$ cat src/rtl/wb_port_arbiter_pkg.sv
// Shared types and constants for the register-file write-port arbiter.
package wb_port_arbiter_pkg;

  localparam int unsigned DATA_W = 64;
  localparam int unsigned REG_W  = 5;
  localparam logic [REG_W-1:0] ZERO_REG = 5'd31;

  typedef enum logic [1:0] {
    ST_IDLE  = 2'd0,
    ST_DRAIN = 2'd1,
    ST_FORCE = 2'd2
  } state_t;

endpackage

$ cat src/rtl/wb_hold_fifo.sv
// Holding FIFO for long-latency results; also reports which registers are pending.
module wb_hold_fifo
  import wb_port_arbiter_pkg::*;
#(
  parameter int unsigned DEPTH = 4
) (
  input  logic                     clk,
  input  logic                     rst_n,
  input  logic                     push,
  input  logic [REG_W-1:0]         push_reg,
  input  logic [DATA_W-1:0]        push_data,
  input  logic                     pop,
  output logic [REG_W-1:0]         head_reg,
  output logic [DATA_W-1:0]        head_data,
  output logic                     full,
  output logic                     empty,
  output logic [$clog2(DEPTH):0]   count,
  output logic [31:0]              pending
);

  localparam int unsigned AW = $clog2(DEPTH);

  logic [AW-1:0]       wr_ptr, rd_ptr;
  logic [AW:0]         cnt;
  logic [DEPTH-1:0]    vld;
  logic [REG_W-1:0]    regs  [DEPTH];
  logic [DATA_W-1:0]   datas [DEPTH];
  logic                push_ok, pop_ok;

  assign full    = (cnt == (AW+1)'(DEPTH));
  assign empty   = (cnt == '0);
  assign count   = cnt;
  assign push_ok = push && !full;
  assign pop_ok  = pop && !empty;

  assign head_reg  = regs[rd_ptr];
  assign head_data = datas[rd_ptr];

  always_ff @(posedge clk or negedge rst_n) begin
    if (!rst_n) begin
      wr_ptr <= '0;
      rd_ptr <= '0;
      cnt    <= '0;
      vld    <= '0;
    end else begin
      if (push_ok) begin
        vld[wr_ptr] <= 1'b1;
        wr_ptr      <= wr_ptr + 1'b1;
      end
      if (pop_ok) begin
        vld[rd_ptr] <= 1'b0;
        rd_ptr      <= rd_ptr + 1'b1;
      end
      case ({push_ok, pop_ok})
        2'b10:   cnt <= cnt + 1'b1;
        2'b01:   cnt <= cnt - 1'b1;
        default: cnt <= cnt;
      endcase
    end
  end

  always_ff @(posedge clk) begin
    if (push_ok) begin
      regs[wr_ptr]  <= push_reg;
      datas[wr_ptr] <= push_data;
    end
  end

  // Mask derived from live slots, so duplicates keep a bit set until the last one pops.
  always_comb begin
    pending = '0;
    for (int unsigned i = 0; i < DEPTH; i++) begin
      if (vld[i]) pending[regs[i]] = 1'b1;
    end
  end

endmodule

$ cat src/rtl/wb_port_arbiter.sv
// Arbitrates the register-file write port between pipeline writeback and long-latency results.
// Optional: define WB_ZERO_REG_SUPPRESS_EN to drop all writes to register 31.
module wb_port_arbiter
  import wb_port_arbiter_pkg::*;
#(
  parameter int unsigned DEPTH        = 4,
  parameter int unsigned STARVE_LIMIT = 8
) (
  input  logic              clk,
  input  logic              rst_n,
  input  logic              PipeValid,
  input  logic [4:0]        PipeReg,
  input  logic [63:0]       PipeData,
  input  logic              LongValid,
  input  logic [4:0]        LongReg,
  input  logic [63:0]       LongData,
  output logic              LongReady,
  output logic              RegWrite,
  output logic [4:0]        Reg2Write,
  output logic [63:0]       Data2Write,
  output logic              PipeStall,
  output logic [31:0]       PendingMask,
  output logic              ProtoErr
);

  localparam int unsigned CW = $clog2(DEPTH) + 1;

  state_t            state, state_nx;
  logic [7:0]        starve, starve_nx;
  logic              push, pop, pipe_grant, grant, wr_en;
  logic [REG_W-1:0]  head_reg, wr_reg;
  logic [DATA_W-1:0] head_data, wr_data;
  logic              full, empty;
  logic [CW-1:0]     count;
  logic [31:0]       pending;
  logic              last_out;

  wb_hold_fifo #(.DEPTH(DEPTH)) u_fifo (
    .clk       (clk),
    .rst_n     (rst_n),
    .push      (push),
    .push_reg  (LongReg),
    .push_data (LongData),
    .pop       (pop),
    .head_reg  (head_reg),
    .head_data (head_data),
    .full      (full),
    .empty     (empty),
    .count     (count),
    .pending   (pending)
  );

  assign LongReady = !full;
  assign push      = LongValid && !full;
  assign last_out  = (count == CW'(1)) && !push;

`ifdef WB_ZERO_REG_SUPPRESS_EN
  assign PendingMask = pending & ~(32'd1 << ZERO_REG);
  assign wr_en       = grant && (wr_reg != ZERO_REG);
`else
  assign PendingMask = pending;
  assign wr_en       = grant;
`endif

  always_ff @(posedge clk or negedge rst_n) begin
    if (!rst_n) begin
      state  <= ST_IDLE;
      starve <= '0;
    end else begin
      state  <= state_nx;
      starve <= starve_nx;
    end
  end

  always_comb begin
    state_nx  = state;
    starve_nx = starve;
    case (state)
      ST_IDLE: begin
        starve_nx = '0;
        if (push) state_nx = ST_DRAIN;
      end
      ST_DRAIN: begin
        if (PipeValid) begin
          starve_nx = starve + 8'd1;
          if (starve_nx == 8'(STARVE_LIMIT)) state_nx = ST_FORCE;
        end else begin
          starve_nx = '0;
          if (last_out) state_nx = ST_IDLE;
        end
      end
      ST_FORCE: begin
        starve_nx = '0;
        state_nx  = last_out ? ST_IDLE : ST_DRAIN;
      end
      default: state_nx = ST_IDLE;
    endcase
  end

  always_comb begin
    pipe_grant = 1'b0;
    pop        = 1'b0;
    case (state)
      ST_IDLE:  pipe_grant = PipeValid;
      ST_DRAIN: begin
        pipe_grant = PipeValid;
        pop        = !PipeValid && !empty;
      end
      ST_FORCE: pop = !empty;
      default: ;
    endcase
    grant   = pipe_grant || pop;
    wr_reg  = pipe_grant ? PipeReg  : head_reg;
    wr_data = pipe_grant ? PipeData : head_data;
  end

  always_ff @(posedge clk or negedge rst_n) begin
    if (!rst_n) begin
      RegWrite   <= 1'b0;
      Reg2Write  <= '0;
      Data2Write <= '0;
      PipeStall  <= 1'b0;
      ProtoErr   <= 1'b0;
    end else begin
      RegWrite <= wr_en;
      if (grant) begin
        Reg2Write  <= wr_reg;
        Data2Write <= wr_data;
      end
      PipeStall <= (state_nx == ST_FORCE);
      ProtoErr  <= ProtoErr || (PipeStall && PipeValid);
    end
  end

endmodule

$ cat config.mk
export PLATFORM = sky130hd
export DESIGN_NAME = wb_port_arbiter
export DESIGN_NICKNAME = d
export VERILOG_FILES = /design/src/rtl/wb_port_arbiter_pkg.sv /design/src/rtl/wb_hold_fifo.sv /design/src/rtl/wb_port_arbiter.sv
export SDC_FILE = /design/constraint.sdc
export NUM_CORES = 1
export LEC_CHECK = 0
export CAP_MARGIN = 5
export CORE_ASPECT_RATIO = 2
export CORE_MARGIN = 2
export CORE_UTILIZATION = 25
export DETAILED_ROUTE_END_ITERATION = 16
export GPL_TIMING_DRIVEN = 0
export HOLD_SLACK_MARGIN = 0.1
export PLACE_DENSITY = 0.48
export SLEW_MARGIN = 10
export SYNTH_ARGS = -nofsm -noshare
export SYNTH_HDL_FRONTEND = slang
export SYNTH_HIERARCHICAL = 1
export SYNTH_SLANG_ARGS = --single-unit
$ cat constraint.sdc
create_clock -name clk -period 4.3 [get_ports clk]
set_input_delay 0.86 -clock clk [delete_from_list [all_inputs] [get_ports clk]]
set_output_delay 0.86 -clock clk [all_outputs]
set_load 0.02 [all_outputs]
* Yosys cells after proc, flatten, opt, wreduce, memory -nomap -nowiden *
Memory sizes are Yosys's and may differ from the RTL's.
Cells that the tools add are included.

operators by class
  bitwise operators = 6
  eq/ne operators = 8
  reductions and logical operators = 24
  magnitude comparators = 12
  muxes and demuxes = 33
  $add $sub $neg = 5

operator list
  kind                                                               count
  2-to-1 mux 32 bit                                                  4
  OR 32 bit                                                          3
  2-to-1 mux 64 bit                                                  1
  less-than comparator 5 x 6 -> 1 bit, second input constant         4
  demux 1 bit (select 5 bit)                                         4
  greater-or-equal comparator 5 x 1 -> 1 bit, second input constant  4
  case mux 8 bit (2 select lines)                                    1
  logical AND 1 bit                                                  12
  2-to-1 mux 1 bit                                                   10
  adder 8 x 1 -> 8 bit, second input constant                        1
  == test 8 x 4 -> 1 bit, second input constant                      1
  2-to-1 mux 2 bit                                                   4
  2-to-1 mux 4 bit                                                   2
  2-to-1 mux 8 bit                                                   1
  == test 2 bit, second input constant                               3
  less-than comparator 2 x 3 -> 1 bit, second input constant         2
  case mux 2 bit (3 select lines)                                    1
  case mux 3 bit (2 select lines)                                    1
  2-to-1 mux 5 bit                                                   1
  adder 2 x 1 -> 2 bit, second input constant                        2
  bitwise AND 4 bit                                                  1
  demux 1 bit (select 2 bit)                                         2
  == test 2 x 1 -> 1 bit, second input constant                      2
  greater-or-equal comparator 2 x 1 -> 1 bit, second input constant  2
  13 further kinds                                                   19

storage, ports and cells
  bits in registers = 93
  memories kept = 2
  logic and storage cells = 101
  bits in writable memories = 276
  input port bits = 142
  output and inout port bits = 105

memory list
  memory        depth  width  rd ports  clocked after Yosys merged registers in  write ports  line                text
  u_fifo.datas  4      64     1         0                                        1            wb_hold_fifo.sv:27  logic [DATA_W-1:0] datas [DEPTH];
  u_fifo.regs   4      5      5         0                                        1            wb_hold_fifo.sv:26  logic [REG_W-1:0] regs [DEPTH];

* Logic depth before layout (Yosys ltp) *
Gate-level depths: netlist of the first run.

  word-level depth = 11
  gate-level depth with buffers = 15
  mapped depth without buffers = 12

* Modules after synthesis *
The synthesis of the first run kept the hierarchy.

by module, submodules not included
  module           area an instance (um2)  sequential area each (um2)  instances  cells an instance
  wb_hold_fifo     11,546.1                8,563.2                     1          552
  wb_port_arbiter  4,116.4                 2,052.0                     1          392

* Worst setup path after synthesis of the first run *
Ideal clock, no wire load.

  path kind = in2reg
  start point = in LongValid
  end point = mem u_fifo.datas[0][0], enable pin
  stages on the path = 4
  buffers on the path = 0
  arrival = 4,075 ps
  library setup time = 498 ps
  setup slack = -274 ps
  data required time = 3,802 ps
  cells stage by stage = nand2b_1 -> inv_1 -> nand2_1 -> nor2_1

on the way
  cells in the longest elaborated chain, start to end = 4

RTL lines
  item                                    line                   text
  start, declared                         wb_port_arbiter.sv:14  input logic LongValid,
  logical AND 1 bit                       wb_port_arbiter.sv:54  assign push = LongValid && !full;
  via push                                wb_port_arbiter.sv:30  logic push, pop, pipe_grant, grant, wr_en;
  logical AND 1 bit                       wb_hold_fifo.sv:33     assign push_ok = push && !full;
  2-to-1 mux 1 bit                        wb_hold_fifo.sv:63     if (push_ok) begin
  2-to-1 mux 1 bit (implied by the code)  wb_hold_fifo.sv:65     datas[wr_ptr] <= push_data;
  end, declared                           wb_hold_fifo.sv:27

The timed path passes the listed nets, and every way through them passes these cells.

==> qor.csv, run 1 <==
stage,metric,value,unit
die,ios,247,
route,first_pass_iters,6,
global_route,grt_usage,14.4,%
sta,period_needed,3.85,ns
global_route,grt_max_degree,51,
sta,finalSetupViolations,0,
clock_network,cts_tree,done,
logic_synthesis,syn_nets,1103,
die,dieArea,64800,µm²
placement,pre_cts_ws,0.444,ns
worst_setup_path,regToRegSetupSlack,1.19,ns
final_layout,layout.nets,1401,
sta,rsz0062_at_grt,no,
die,die_h,358,µm
worst_setup_path,start_kind,flip-flop,
final_layout,drive_above_1_share,15.4,%
worst_setup_path,crit_path_max_fanout,10,
logic_synthesis,ys_seq_elements,369,
logic_synthesis,avgSynthCellArea,16.6,µm²
worst_setup_path,path_buf_inv,2,
clock_network,htree_levels,2,
flow_run,maxCapViolations,0,
route,drc,0,
worst_setup_path,r2r-start,state[1],
route,drt_iter0_drc,546,
logic_synthesis,yosysTopAreaCell,edfxtp_1,
logic_synthesis,synthCells,944,
clock_network,numCtsBuffers,37,
final_layout,syn2layout_area_growth,31.5,%
logic_synthesis,synthTopCellsByArea,"edfxtp_1 53%, dfrtp_1 15%, mux4_2 9.9%, mux2i_1 4.5%, a21oi_1 2.3%",
clock_network,cts_hold_buf,0,
route,wl,46900,µm
placement,gp_congestion,0.828,
sta,hold_viol_final,0,
placement,dp_hpwl,33800,µm
worst_setup_path,crit_path_max_incr_delay,0.67,ns
die,coreArea,62000,µm²
sta,fin_crit_sh,89.4,%
power_and_ir_drop,cellPowerDensity,656,nW/µm²
global_route,gr-total-overflow,0,
die,die_x,181,µm
logic_synthesis,ys_types,63,
logic_synthesis,synth_ff_type,edfxtp_1,
global_route,grt_pass1_vias,10400,
min_path,hp-class,input pin to async pin,
clock_network,cts_buffer_depth,3,
logic_synthesis,synthArstFlopShare,25.2,%
clock_network,clock_latency,0.55,ns
worst_setup_path,ff2ff_path_depth,15,
worst_setup_path,crit_path_end_kind,output pin,
sta,fin_setup_tns,0,ns
clock_network,path_clk_slew,0.06,ns
placement,numPortBuffers,246,
global_route,grt_pass1_wl,68300,µm
worst_setup_path,slowest_stage,clkdlybuf4s50_1,
die,std_cell_rows,129,
worst_setup_path,crit_start,u_fifo/regs[2][0],
logic_synthesis,ys_seq_area_share,67.8,%
worst_setup_path,path_cells,clkbuf_1 > nor2b_1 > a22oi_1 > o221ai_1 > clkdlybuf4s50_1,
clock_network,cts.sinks,369,
worst_setup_path,worstPathArrival,2.99,ns
route,antenna_left,0,
final_layout,n_antenna_cell,0,
route,viasPerCell,4.70,
sta,tightest_slew,0.981,ns
sta,skew,0.0242,ns
worst_setup_path,cp.required,3.44,ns
route,via_count,9673,
final_layout,utilization,33.2,%
logic_synthesis,synthesis.area,15700,µm²
route,routedWlPerCell,22.8,µm
power_and_ir_drop,ir_drop,0.277,mV
clock_network,cts_root_buffer,clkbuf_16,
worst_setup_path,critPathKind,flip-flop to output pin,
global_route,antenna_found_initial,4,
logic_synthesis,yosys_warnings,6,
worst_setup_path,r2r-end,u_fifo/count[2],
worst_setup_path,worst_path_dominant_cell_family,buffers and inverters,
die,start_util,25.3,%
sta,max-slew-margin-rel,34.6,%
power_and_ir_drop,leakagePower,7.37,nW
sta,max_freq,260,MHz
clock_network,cts_post_setup_buffers_inserted,0,
outcome,status,finished clean,
sta,report.final.slew_viol_count,0,
logic_synthesis,synth_edf_count,276,
clock_network,ctsResizeCount,0,
logic_synthesis,synth_top_area_share,52.9,%
sta,setup_ws,0.454,ns
-- placed cells by master (no fill, tap or decap), types with 5 or more instances in the layout --
master           synthesis  routed
nand2_1                 21      21
clkinv_2                 0       6
ha_1                    16      16
edfxtp_1               276     276
a21oi_1                 72      72
buf_12                   7      19
mux2i_1                 70      70
inv_1                   12      12
clkdlybuf4s50_1          0     245
nand3_1                 11      11
a32oi_1                  6       6
o21ai_0                  8       8
mux4_2                  69      69
clkinv_1                 0       5
buf_2                   17      17
o221ai_1                31      31
dfrtp_1                 93      93
clkbuf_16                0      38
nand2b_1                11      11
clkbuf_1                23      31
nor2b_1                 13      13
and4bb_2                 6       6
nor2_1                  81      77
a22oi_1                 18      18
-- sequential cells by signal, summed over array words and instances (netlist names) --
signal,flops
u_fifo/datas,256
Data2Write,64
u_fifo/regs,20
starve,8
Reg2Write,5
u_fifo/vld,4
u_fifo/count,3
state,2
u_fifo/rd_ptr,2
u_fifo/wr_ptr,2
PipeStall,1
ProtoErr,1
RegWrite,1
-- worst register-to-register path, stage by stage (launching register included) --
cell and delay (ns):
dfrtp_1 0.45, inv_1 0.11, ha_1 0.21, nor2b_1 0.16, o21ai_1 0.09, buf_6 0.18
buf_12 0.17, inv_1 0.07, nor2b_1 0.12, clkbuf_1 0.36, ha_1 0.27, inv_1 0.06
fa_1 0.37, xor2_1 0.15, nor2_1 0.13, xor2_1 0.15
-- final cells by class --
class	count	area, µm²
fillers	6199	41400
clock buffers	46	981
multi-input cells	509	4670
well taps	786	983
flip-flops and latches	369	10600
repair buffers	259	2730
plain buffers	54	364
clock inverters	21	203
inverters	12	45.0
-- report_power, final --
| part | switching [mW] | internal (mW) |
|---|---|---|
| Clock | 1.42 | 1.82 |
| Combinational | 2.73 | 2.30 |
| Sequential | 0.426 | 4.82 |
| Total | 4.58 | 8.93 |
-- cells in the mapped netlist, types with 3 or more instances --
| master | number |
|---|---|
| xnor2_1 | 3 |
| edfxtp_1 | 276 |
| nand3_1 | 11 |
| o21ai_1 | 4 |
| and2_1 | 4 |
| a32oi_1 | 6 |
| xor2_1 | 4 |
| buf_1 | 3 |
| inv_1 | 12 |
| mux4_2 | 69 |
| nand2b_1 | 11 |
| clkbuf_1 | 23 |
| o22a_1 | 3 |
| or2_2 | 3 |
| o22a_2 | 3 |
| o21ai_0 | 8 |
| ha_1 | 16 |
| nor2b_1 | 13 |
| nor3_1 | 3 |
| nor2_1 | 81 |
| buf_2 | 17 |
| a22oi_1 | 18 |
| buf_12 | 7 |
| nand4_1 | 4 |
| and4bb_2 | 6 |
| buf_6 | 3 |
| mux2i_1 | 70 |
| o221ai_1 | 31 |
| a21oi_1 | 72 |
| nand2_1 | 21 |
| dfrtp_1 | 93 |
| a2bb2oi_1 | 4 |
-- routing by layer --
| metal | up-vias | GRT usage [%] | routed length [µm] |
|---|---|---|---|
| met5 | - | 0 | 35 |
| met4 | 6 | 4.49 | 1180 |
| met3 | 67 | 2.30 | 2040 |
| met2 | 289 | 28.6 | 26600 |
| met1 | 4957 | 15.3 | 17100 |
| li1 | 4354 | - | - |
-- kinds of logic (layout without fill, tap and decap cells) --
group | Yosys count | after routing | share of synthesized area (%)
buffers and inverters | 66 | 392 | 2.61
xor gates and xnor gates | 7 | 7 | 0.391
adders and majority gates | 17 | 17 | 1.41
and+or+nand+nor | 176 | 176 | 5.91
AOI/OAI and AO/OA | 168 | 168 | 7.37
DFF | 369 | 369 | 67.8
muxes | 141 | 141 | 14.5
-- worst max path at each step --
stage                                      to  cells after the start
after floorplan            u_fifo/datas[0][0]                      4
after global placement    u_fifo/datas[3][11]                      5
after detailed placement      u_fifo/count[2]                     14
after CTS                     PendingMask[10]                      5
after global routing          PendingMask[10]                      5
final                         PendingMask[10]                      5
-- per-stage QoR --
stage	area, µm²	std cells	power [mW]	hold WS (ns)
floorplan	15700	944	8.22	0.470
global placement	19100	1976	10.4	0.441
detailed placement	19400	1989	10.5	0.452
CTS	20600	2056	13.8	0.239
global route	20600	2056	14.3	0.253
finish	20600	2056	13.5	0.240
No activity file was read; power rests on OpenSTA's default activity.
==> inputs of run 2 (changes only) <==
Settings changed: CORE_MARGIN 2 to 3.
==> run 2 against run 1 <==
Against the previous run: total power increased by 1.6%; sequential power barely moved; highest routed layer is now met4; utilization increased by 0.19 points.
==> qor.csv, run 2 (synthesized netlist as in run 1, its figures left out) <==
stage,metric,value,unit
final_layout,ff_latch_area,10600,µm²
worst_setup_path,critPathKind,flip-flop to output pin,
min_path,hp-class,input pin to async pin,
final_layout,drive_above_1_share,15.7,%
final_layout,layout_common_cells,"276 x edfxtp_1, 245 x clkdlybuf4s50_1, 93 x dfrtp_1, 77 x nor2_1, 72 x a21oi_1",
die,coreArea,62000,µm²
route,first_pass_iters,5,
global_route,antenna_found_initial,3,
global_route,grt_pass1_vias,10500,
final_layout,multi_input_area,4670,µm²
flow_run,maxCapViolations,0,
global_route,grt_max_degree,52,
power_and_ir_drop,cellPowerDensity,663,nW/µm²
clock_network,cts_buffer_depth,3,
global_route,grt_pass1_wl,68800,µm
route,wl,47000,µm
sta,rsz0062_at_grt,no,
sta,hold_viol_final,0,
clock_network,cts_hold_buf,0,
sta,period_needed,3.82,ns
global_route,gr-total-overflow,0,
die,die_x,183,µm
placement,pre_cts_ws,0.445,ns
route,drc,0,
route,routedWlPerCell,22.8,µm
clock_network,cts_post_setup_buffers_inserted,0,
die,std_cell_rows,129,
worst_setup_path,cp.required,3.44,ns
outcome,status,finished clean,
route,routed-wl-met2,26300,µm
final_layout,n_fill_cell,6168,
worst_setup_path,start_kind,flip-flop,
sta,max_freq,262,MHz
route,antenna_left,0,
final_layout,top_regs,"u_fifo/datas (256), Data2Write (64), u_fifo/regs (20)",
route,viasPerCell,4.67,
final_layout,layout.nets,1402,
clock_network,cts_tree,done,
power_and_ir_drop,ir_drop,0.400,mV
die,die_h,360,µm
clock_network,cts.sinks,369,
clock_network,path_clk_slew,0.07,ns
power_and_ir_drop,leakagePower,7.43,nW
clock_network,ctsResizeCount,0,
clock_network,htree_levels,2,
final_layout,syn2layout_area_growth,32.2,%
worst_setup_path,worstPathArrival,2.96,ns
placement,gp_congestion,0.823,
clock_network,numCtsBuffers,38,
sta,skew,0.0230,ns
power_and_ir_drop,p_total,13.7,mW
die,dieArea,65900,µm²
route,drt_iter0_drc,588,
placement,dp_hpwl,34200,µm
final_layout,mostFrequentLayoutCell,edfxtp_1,
placement,numPortBuffers,246,
sta,tightest_slew,1.02,ns
sta,setup_ws,0.478,ns
route,met3_length,2260,µm
sta,report.final.slew_viol_count,0,
clock_network,clock_latency,0.55,ns
worst_setup_path,crit_path_max_fanout,10,
sta,finalSetupViolations,0,
final_layout,largest_reg_flops,256,
clock_network,cts_root_buffer,clkbuf_16,
die,start_util,25.3,%
sta,max-slew-margin-rel,32.1,%
die,ios,247,
route,via_count,9630,
sta,fin_crit_sh,88.9,%
worst_setup_path,crit_path_end_kind,output pin,
final_layout,regMostFlops,u_fifo/datas,
route,routed.top_layer,met4,
global_route,grt_usage,14.1,%
route,drt-met1-wl,17000,µm
## run 2: cell type report
class                   instances  area share (%)
flip-flops and latches        369            51.3
multi-input cells             509            22.5
repair buffers                259            13.2
clock buffers                  50            5.11
well taps                     786            4.75
plain buffers                  54            1.76
clock inverters                19            1.13
inverters                      12           0.218
diodes                          4          0.0483
## run 2: through the flow
| stage | util, % | TNS [ns] | cells | cell area, µm² | hold WS [ns] |
|---|---|---|---|---|---|
| after floorplan | - | -75.65 | 944 | 15700 | 0.470 |
| after global placement | 30.8 | -1421.34 | 1976 | 19100 | 0.438 |
| after detailed placement | 31.3 | 0 | 1989 | 19400 | 0.444 |
| after CTS | 33.4 | 0 | 2058 | 20700 | 0.237 |
| after global routing | 33.4 | 0 | 2059 | 20700 | 0.260 |
| final | 33.4 | 0 | 2062 | 20700 | 0.245 |
## run 2: metal layers
layer  GRT usage, %  vias to the layer above
met3           2.50                       71
li1               -                     4364
met5              0                        -
met4           5.10                        0
met2           27.1                      294
met1           15.2                     4901
## run 2: final timing paths
path / slack, ns / from / cells after the start / endpoint
setup / recovery: 0.48 / u_fifo/regs[2][0] / 5 / PendingMask[30]
min in group clk: 0.45 / ProtoErr / 1 / ProtoErr
hold / removal: 0.25 / rst_n / 1 / Data2Write[51]
max in group asynchronous: 3.36 / rst_n / 2 / Data2Write[10]
hold reg to reg: 0.45 / ProtoErr / 1 / ProtoErr
setup reg to reg: 1.18 / state[1] / 15 / u_fifo/count[2]
## run 2: worst max-delay path, stage by stage (launching register included)
cell	delay [ns]
edfxtp_1	0.45
clkbuf_1	0.30
nor2b_1	0.62
a22oi_1	0.27
o221ai_1	0.15
clkdlybuf4s50_1	0.64
## run 2: report_power, final
part	switching (mW)	internal [mW]
Combinational	2.75	2.30
Clock	1.40	2.04
Sequential	0.428	4.82
Total	4.58	9.16
==> inputs of run 3 (changes only) <==
Settings changed: CORE_UTILIZATION 25 to 35, PLACE_DENSITY 0.48 to 0.61.
==> run 3 against run 2 <==
Against the previous run: worst setup slack better by 0.14 ns; hold slack got worse by 0.066 ns; wire length fell by 10%; non-clock buffer count is the same; via count fell by 0.51%; flip-flop and latch count did not move; first-iteration DRC count fell by 1.4%; utilization rose by 13 points; critical path type unchanged; largest power group unchanged.
==> qor.csv, run 3 (synthesized netlist as in run 1, its figures left out) <==
stage,metric,value,unit
route,wl,42100,µm
final_layout,layout_common_cells,"276 x edfxtp_1, 245 x clkdlybuf4s50_1, 93 x dfrtp_1, 77 x nor2_1, 72 x a21oi_1",
worst_setup_path,cp.required,3.44,ns
power_and_ir_drop,ir_drop,0.320,mV
worst_setup_path,ff2ff_path_depth,15,
die,std_cell_rows,109,
worst_setup_path,critPathKind,flip-flop to output pin,
global_route,gr-total-overflow,0,
min_path,hp-class,input pin to async pin,
sta,skew,0.0273,ns
clock_network,htree_levels,2,
die,dieArea,47500,µm²
die,die_h,305,µm
sta,max-slew-margin-rel,45.3,%
die,start_util,35.4,%
placement,gp_congestion,0.887,
sta,hold_viol_final,0,
die,coreArea,44200,µm²
clock_network,cts.sinks,369,
clock_network,numCtsBuffers,35,
final_layout,largest_reg_flops,256,
final_layout,layout.nets,1399,
clock_network,cts_buffer_depth,3,
worst_setup_path,path_cells,clkbuf_1 > nor2b_1 > a22oi_1 > o221ai_1 > clkdlybuf4s50_1,
final_layout,mostFrequentLayoutCell,edfxtp_1,
clock_network,clock_latency,0.53,ns
clock_network,cts_post_setup_buffers_inserted,0,
worst_setup_path,crit_path_max_fanout,10,
final_layout,utilization,46.0,%
worst_setup_path,cp.depth,5,
global_route,grt_pass1_vias,10200,
sta,report.final.slew_viol_count,0,
sta,finalSetupViolations,0,
route,drt_iter0_drc,580,
worst_setup_path,start_kind,flip-flop,
global_route,grt_max_degree,74,
global_route,grt_usage,17.5,%
worst_setup_path,slowest_stage,clkdlybuf4s50_1,
route,via_count,9581,
clock_network,path_clk_slew,0.06,ns
worst_setup_path,path_buf_inv,2,
final_layout,top_regs,"u_fifo/datas (256), Data2Write (64), u_fifo/regs (20)",
route,first_pass_iters,5,
final_layout,post-route-cell-area,20300,µm²
route,routedWlPerCell,23.1,µm
final_layout,drive_above_1_share,15.2,%
worst_setup_path,worstPathArrival,2.82,ns
worst_setup_path,worst_path_dominant_cell_family,buffers and inverters,
sta,tightest_slew,0.817,ns
worst_setup_path,regToRegSetupSlack,1.14,ns
power_and_ir_drop,cellPowerDensity,655,nW/µm²
route,antenna_left,0,
worst_setup_path,crit_path_end_kind,output pin,
clock_network,ctsResizeCount,0,
sta,rsz0062_at_grt,no,
clock_network,cts_tree,done,
outcome,status,finished clean,
die,ios,247,
die,die_x,156,µm
power_and_ir_drop,leakagePower,7.39,nW
clock_network,cts_root_buffer,clkbuf_16,
placement,placed_cell_area,19200,µm²
global_route,grt_pass1_wl,62900,µm
route,viasPerCell,5.25,
flow_run,maxCapViolations,0,
worst_setup_path,crit_path_max_incr_delay,0.63,ns
sta,period_needed,3.68,ns
final_layout,regMostFlops,u_fifo/datas,
final_layout,n_fill_cell,3941,
sta,max_freq,272,MHz
sta,fin_crit_sh,85.6,%
placement,dp_hpwl,31200,µm
route,drc,0,
final_layout,syn2layout_area_growth,29.7,%
global_route,antenna_found_initial,4,
clock_network,cts_hold_buf,0,
placement,numPortBuffers,246,
## run 3: final timing paths
check	end	from
worst max-delay path	PendingMask[10]	u_fifo/regs[2][0]
worst min-delay path	Data2Write[52]	rst_n
worst max register to register	u_fifo/count[2]	state[1]
worst min register to register	ProtoErr	ProtoErr
max in group asynchronous	Data2Write[3]	rst_n
min in group clk	ProtoErr	ProtoErr
## run 3: routing by layer
metal  global-route usage [%]  share of wire [%]  up-vias
met2                     34.3                 58      279
met3                     2.76                4.5       78
met4                     5.48                3.0        2
met1                     18.8                 35     4870
li1                         -                  -     4352
met5                        0              0.031        -
## run 3: layout make-up
| type | instances | area, µm² | share of cell area (%) |
|---|---|---|---|
| diodes | 3 | 7.51 | 0.0369 |
| plain buffers | 54 | 364 | 1.79 |
| clock buffers | 49 | 990 | 4.87 |
| clock inverters | 15 | 168 | 0.825 |
| inverters | 12 | 45.0 | 0.222 |
| multi-input cells | 509 | 4670 | 23.0 |
| flip-flops and latches | 369 | 10600 | 52.2 |
| well taps | 555 | 694 | 3.42 |
| repair buffers | 259 | 2770 | 13.6 |
## run 3: power by group
group | internal, mW | total (mW) | switching (mW)
logic | 2.32 | 4.97 | 2.65
clock network | 1.80 | 3.11 | 1.31
registers | 4.82 | 5.22 | 0.405
## run 3: per-stage QoR
| step | total power [mW] | worst slack, ns | std cells | hold slack, ns | setup TNS, ns |
|---|---|---|---|---|---|
| 6_report | 13.3 | 0.618 | 1825 | 0.180 | 0 |
| 5_1_grt | 14.0 | 0.510 | 1822 | 0.177 | 0 |
| 4_1_cts | 13.6 | 0.664 | 1822 | 0.165 | 0 |
| 3_5_place_dp | 10.4 | 0.440 | 1758 | 0.459 | 0 |
| 3_3_place_gp | 10.3 | -3.75 | 1745 | 0.453 | -1189.68 |
| 2_1_floorplan | 8.22 | -0.274 | 944 | 0.470 | -75.65 |
